### config.mk
export PLATFORM = sky130hd
export DESIGN_NAME = pipe_ctrl
export DESIGN_NICKNAME = d
export VERILOG_FILES = /design/src/rtl/pipe_ctrl_pkg.sv /design/src/rtl/pipe_ctrl_cnt.sv /design/src/rtl/pipe_ctrl.sv
export SDC_FILE = /design/constraint.sdc
export NUM_CORES = 1
export LEC_CHECK = 0
export CELL_PAD_IN_SITES_DETAIL_PLACEMENT = 0
export CELL_PAD_IN_SITES_GLOBAL_PLACEMENT = 1
export CORE_MARGIN = 4
export CORE_UTILIZATION = 24
export CTS_CLUSTER_DIAMETER = 30
export DETAILED_ROUTE_END_ITERATION = 10
export PLACE_DENSITY_LB_ADDON = 0.1
export RECOVER_POWER = 50
export SLEW_MARGIN = 30
export SYNTH_ARGS = -nofsm -noshare
export SYNTH_HDL_FRONTEND = slang
export SYNTH_HIERARCHICAL = 1
export SYNTH_SLANG_ARGS = --single-unit
export TNS_END_PERCENT = 100
### constraint.sdc
create_clock -name clk -period 3.7 [get_ports clk]
set_clock_uncertainty 0.05 [all_clocks]
set_input_delay 0.74 -clock clk [delete_from_list [all_inputs] [get_ports clk]]
set_output_delay 0.74 -clock clk [all_outputs]
set_load 0.01 [all_outputs]
### src/rtl/pipe_ctrl_pkg.sv
// pipe_ctrl_pkg: address width, controller state encoding and timer sizing for pipe_ctrl.
package pipe_ctrl_pkg;
    localparam int ADDR_W = 32;
    localparam int PIPE_ST_W = 3;
    typedef enum logic [PIPE_ST_W-1:0] {
        PIPE_ST_INIT,
        PIPE_ST_RUN,
        PIPE_ST_FLUSH,
        PIPE_ST_MEM_WAIT,
        PIPE_ST_HALT
    } pipe_st_e;
    // One timer serves INIT, FLUSH and MEM_WAIT, so it is sized for the longest of the three.
    function automatic int cnt_width(input int a, input int b, input int c);
        int m;
        m = (a > b) ? a : b;
        m = (m > c) ? m : c;
        return $clog2(m + 1);
    endfunction
endpackage

### src/rtl/pipe_ctrl_cnt.sv
// pipe_ctrl_cnt: loadable down-counter with zero flag; counts down every cycle and parks at zero.
module pipe_ctrl_cnt #(
    parameter int W = 8
) (
    input  logic         clk,
    input  logic         i_load,
    input  logic [W-1:0] i_val,
    output logic         o_zero
);
    logic [W-1:0] r_cnt;
    assign o_zero = (r_cnt == '0);
    always_ff @(posedge clk) begin
        if (i_load) r_cnt <= i_val;
        else if (!o_zero) r_cnt <= r_cnt - 1'b1;
    end
endmodule

### src/rtl/pipe_ctrl.sv
// pipe_ctrl: pipeline hazard/sequencing controller (init, flush, memory wait watchdog, halt).
// Optional performance counters enabled by defining PIPE_CTRL_PERF_CNT_EN.
module pipe_ctrl import pipe_ctrl_pkg::*; #(
    parameter int                RESET_CYCLES = 4,
    parameter int                FLUSH_CYCLES = 1,
    parameter int                MEM_TIMEOUT  = 255,
    parameter logic [ADDR_W-1:0] RESET_PC     = '0
) (
    input  logic              clk,
    input  logic              clr,
    input  logic              i_mem_hazard,
    input  logic              i_branch_taken,
    input  logic [ADDR_W-1:0] i_branch_target,
    input  logic              i_if_busy,
    input  logic              i_me_busy,
    input  logic              i_halt,
    output logic              o_if_stall,
    output logic              o_id_stall,
    output logic              o_ex_stall,
    output logic              o_me_stall,
    output logic              o_id_clr,
    output logic              o_ex_clr,
    output logic              o_me_clr,
    output logic              o_wb_clr,
    output logic              o_pc_load,
    output logic [ADDR_W-1:0] o_pc_target,
    output logic              o_rf_reset_n,
    output logic              o_halted,
    output logic              o_error
`ifdef PIPE_CTRL_PERF_CNT_EN
    ,
    output logic [31:0]       o_cnt_cycles,
    output logic [31:0]       o_cnt_load_stall,
    output logic [31:0]       o_cnt_flush,
    output logic [31:0]       o_cnt_mem_wait
`endif
);
    localparam int CNT_W = cnt_width(RESET_CYCLES, FLUSH_CYCLES, MEM_TIMEOUT);
    pipe_st_e         r_state, w_next;
    logic             r_error, w_timeout, w_load, w_zero;
    logic [CNT_W-1:0] w_val;

    pipe_ctrl_cnt #(.W(CNT_W)) u_cnt (
        .clk    (clk),
        .i_load (w_load),
        .i_val  (w_val),
        .o_zero (w_zero)
    );

    assign o_pc_target = (r_state == PIPE_ST_INIT) ? RESET_PC : i_branch_target;
    assign o_halted    = (r_state == PIPE_ST_HALT);
    assign o_error     = r_error | w_timeout;

    always_comb begin
        {o_if_stall, o_id_stall, o_ex_stall, o_me_stall} = '0;
        {o_id_clr, o_ex_clr, o_me_clr, o_wb_clr} = '0;
        o_pc_load = 1'b0;
        o_rf_reset_n = 1'b1;
        w_timeout = 1'b0;
        w_next = r_state;
        w_load = 1'b0;
        w_val = CNT_W'(MEM_TIMEOUT - 1);
        case (r_state)
            PIPE_ST_INIT: begin
                {o_id_clr, o_ex_clr, o_me_clr, o_wb_clr} = '1;
                o_rf_reset_n = w_zero;
                o_pc_load = w_zero;
                if (w_zero) w_next = PIPE_ST_RUN;
            end
            PIPE_ST_RUN: begin
                if (i_halt) begin
                    {o_if_stall, o_id_stall, o_ex_stall, o_me_stall} = '1;
                    w_next = PIPE_ST_HALT;
                end else if (i_me_busy) begin
                    {o_if_stall, o_id_stall, o_ex_stall, o_me_stall} = '1;
                    o_wb_clr = 1'b1;
                    w_load = 1'b1;
                    w_next = PIPE_ST_MEM_WAIT;
                end else if (i_branch_taken) begin
                    // Younger instructions are squashed, so hazard/fetch-busy are irrelevant here.
                    o_pc_load = 1'b1;
                    o_id_clr = 1'b1;
                    o_ex_clr = 1'b1;
                    if (FLUSH_CYCLES > 0) begin
                        w_load = 1'b1;
                        w_val = CNT_W'(FLUSH_CYCLES - 1);
                        w_next = PIPE_ST_FLUSH;
                    end
                end else if (i_mem_hazard) begin
                    o_if_stall = 1'b1;
                    o_id_stall = 1'b1;
                    o_ex_clr = 1'b1;
                end else if (i_if_busy) begin
                    o_if_stall = 1'b1;
                    o_id_clr = 1'b1;
                end
            end
            PIPE_ST_FLUSH: begin
                if (i_me_busy) begin
                    {o_if_stall, o_id_stall, o_ex_stall, o_me_stall} = '1;
                    o_wb_clr = 1'b1;
                    w_load = 1'b1;
                    w_next = PIPE_ST_MEM_WAIT;
                end else begin
                    o_id_clr = 1'b1;
                    if (w_zero) w_next = PIPE_ST_RUN;
                end
            end
            PIPE_ST_MEM_WAIT: begin
                if (!i_me_busy) w_next = PIPE_ST_RUN;
                else begin
                    {o_if_stall, o_id_stall, o_ex_stall, o_me_stall} = '1;
                    o_wb_clr = 1'b1;
                    if (w_zero) begin
                        w_timeout = 1'b1;
                        w_next = PIPE_ST_HALT;
                    end
                end
            end
            PIPE_ST_HALT: {o_if_stall, o_id_stall, o_ex_stall, o_me_stall} = '1;
            default: w_next = PIPE_ST_INIT;
        endcase
        if (clr) begin
            w_load = 1'b1;
            w_val = CNT_W'(RESET_CYCLES - 1);
        end
    end

    always_ff @(posedge clk) begin
        if (clr) begin
            r_state <= PIPE_ST_INIT;
            r_error <= 1'b0;
        end else begin
            r_state <= w_next;
            r_error <= r_error | w_timeout;
        end
    end

`ifdef PIPE_CTRL_PERF_CNT_EN
    logic w_active, w_redirect, w_load_stall, w_wait;
    assign w_active     = r_state inside {PIPE_ST_RUN, PIPE_ST_FLUSH, PIPE_ST_MEM_WAIT};
    assign w_redirect   = (r_state == PIPE_ST_RUN) && o_pc_load;
    // In RUN, an ID stall without an ME stall can only come from a load-use hazard.
    assign w_load_stall = (r_state == PIPE_ST_RUN) && o_id_stall && !o_me_stall;
    assign w_wait       = (r_state == PIPE_ST_MEM_WAIT);
    always_ff @(posedge clk) begin
        if (clr) begin
            o_cnt_cycles <= '0;
            o_cnt_load_stall <= '0;
            o_cnt_flush <= '0;
            o_cnt_mem_wait <= '0;
        end else begin
            o_cnt_cycles <= o_cnt_cycles + 32'(w_active && (o_cnt_cycles != '1));
            o_cnt_load_stall <= o_cnt_load_stall + 32'(w_load_stall && (o_cnt_load_stall != '1));
            o_cnt_flush <= o_cnt_flush + 32'(w_redirect && (o_cnt_flush != '1));
            o_cnt_mem_wait <= o_cnt_mem_wait + 32'(w_wait && (o_cnt_mem_wait != '1));
        end
    end
`endif
endmodule

==> flow_metrics.tcl <==
set metrics [dict create \
    initial_core_util 0.2523 \
    fin_cells 277 \
    post_drt_via_cell_ratio 4.783 \
    status "completed" \
    antenna_found_initial 0 \
    grt.total_usage 0.1244 \
    path_cells "nor4_1, and3_1, clkbuf_1, nand2b_1, clkdlybuf4s50_1" \
    reg2reg_slack_ns 1.03 \
    syn_area_um2 1121 \
    ios 83 \
    yosysMostFrequentCell "nor2b_1" \
    grt_pass1_vias 1183 \
    clk_pin_slew_ns 0.05 \
    row_count 24 \
    drc_errors 0 \
    clkLatencyLatePin_ns 0.24 \
    numPlacedInstances 273 \
    synth_area_leaders "edfxtp_1 21%, nor2b_1 20%, dfxtp_1 7.1%" \
    arrival_ns 2.67 \
    gp_congestion 0.8613 \
    synth_seq_area_share 0.2857 \
    setup_tns_ns 0 \
    hold_class "reg2reg" \
    yosysTopAreaCell "edfxtp_1" \
    critPathLaunchType "register" \
    synth-async-reset-ratio 0 \
    synth_nets 186 \
    syn_to_final_growth_pct 80.47 \
    synth.distinct_cells 40 \
    num_vias 1325 \
    yosysTopAreaCellShare 0.2143 \
    rsz0062_at_grt "false" \
    synth_commonest_cells "35 x nor2b_1, 11 x nand2_1, 9 x inv_1" \
    avgSynthCellArea_um2 7.679 \
    wl_per_cell_um 13.58 \
    cp_max_fo 7 \
    required_ns 2.91 \
    drive_gt1_frac 0.03111 \
    slowest_stage "nor4_1" \
    post_cts_resized 0 \
    nNetsFinal 266 \
    hold_buffers 0 \
    grt_pass1_wl_um 6051 \
    dieWidth_um 76.35 \
    cts_tree "built" \
    syn_inst 146 \
    worstHoldStart "r_error" \
    setup_viol 0 \
    finalHoldViolCount 0 \
    leakage_uw 0.0008269 \
    wl_um 3763 \
    portBuffers 82 \
    period_share 0.9363 \
    cts_num_sinks 12 \
    nFillCells 428 \
    slew_viol_final 0 \
    overflow 0 \
    yosys_warnings 6 \
    maxCapViolCount 0 \
    die_area_um2 5829 \
    n_antenna_cell 0 \
    finalCriticalPeriod_ns 3.464 \
    dp_hpwl_um 3100 \
    htreeDepth 1 \
    path_class "reg2out" \
    yosys_register_bits 12 \
    power_density_nw_per_um2 237.9 \
    crit_path_start "u_cnt/r_cnt[2]" \
    antenna_left 0 \
    fmax_mhz 288.7 \
    synth_edf_count 8 \
    critPathMaxStageDelay_ns 0.70 \
    die_h_um 76.35 \
    r2r-start "r_state[1]" \
    post-cts-setup-buffers 0 \
    hold-worst-slack_ns 0.4974 \
    worst_slew_pin_slew_ns 0.7436 \
    crit_path_end_kind "output pin" \
    numCtsBuffers 3 \
    ys.flop_type "edfxtp_1" \
    first_pass_iters 4 \
    slew_headroom 0.4997 \
    drt-initial-drc-count 19 \
    grt_start_max_net_pins 36 \
    cts_root_buf "clkbuf_8" \
    cts_buffer_depth 2 \
    ir_drop_mv 0.2815 \
    core_area_um2 4444 \
]
==> path summary, 6_finish.rpt <==
kind | depth (start not counted) | endpoint
worst max register to register | 6 | u_cnt/r_cnt[7]
worst max-delay path | 5 | o_rf_reset_n
worst min-delay path | 2 | r_error
worst min register to register | 2 | r_error
==> state kept, by name (all words and copies together), names as in the netlist <==
signal and cells:
r_error 1, u_cnt/r_cnt 8, r_state 3
==> layout make-up <==
class,count,area [um^2],share of cell area
repair buffers,85,835.8,0.4131
multi-input cells,115,713.2,0.3525
flip-flops and latches,12,320.3,0.1583
well taps,52,65.06,0.03216
clock buffers,4,55.05,0.02721
inverters,9,33.78,0.01670
==> cells in the final DEF (no fill, tap or decap), drive strengths merged, types with 5 or more instances in the layout <==
cell type,Yosys,final
nor2,8,8
nand2,11,11
inv,9,9
edfxtp,8,8
a21oi,5,5
o21ai,9,9
nor2b,35,35
dlygate4sd3,0,13
nand3,7,7
clkbuf,1,6
clkdlybuf4s50,0,69
==> stage by stage <==
step	setup slack, ns	util	power, uW	cell area [um^2]
2_1_floorplan	1.406	-	250.7	1121
3_3_place_gp	0.4182	0.4459	343.0	1982
3_5_place_dp	0.3861	0.4459	347.7	1982
4_1_cts	0.3836	0.4583	490.7	2037
5_1_grt	0.1255	0.4552	508.5	2023
6_report	0.2357	0.4552	481.4	2023
==> metal layers <==
layer | vias to the layer above | track usage | share of wire
met4 | 0 | 0.01087 | 0.0029
met2 | 77 | 0.2258 | 0.50
li1 | 658 | - | -
met1 | 586 | 0.1453 | 0.42
met5 | - | 0 | 0
met3 | 4 | 0.04374 | 0.084
==> where the power goes <==
group	internal [uW]	total, uW	switching [uW]
registers	159	175	16.5
clock network	94.0	142	47.6
logic	99.8	165	64.9
==> logic make-up (layout without fill, tap and decap cells) <==
logic type	count (synthesis)	count (layout)	share of synthesized area
mux	1	1	0.008929
flops	12	12	0.2857
compound gates	29	29	0.1708
simple gates	82	82	0.4297
buf+inv	19	98	0.07811
xor+xnor	2	2	0.01563
fa+ha+maj	1	1	0.01116
==> worst max-delay path, delay by kind of cell, from the launching register on <==
family,cells,cell delay [ns]
AND/OR/NAND/NOR,3,1.15
buffers and inverters,2,0.84
flip-flops,1,0.45
Power figures use the tool's default switching activity.
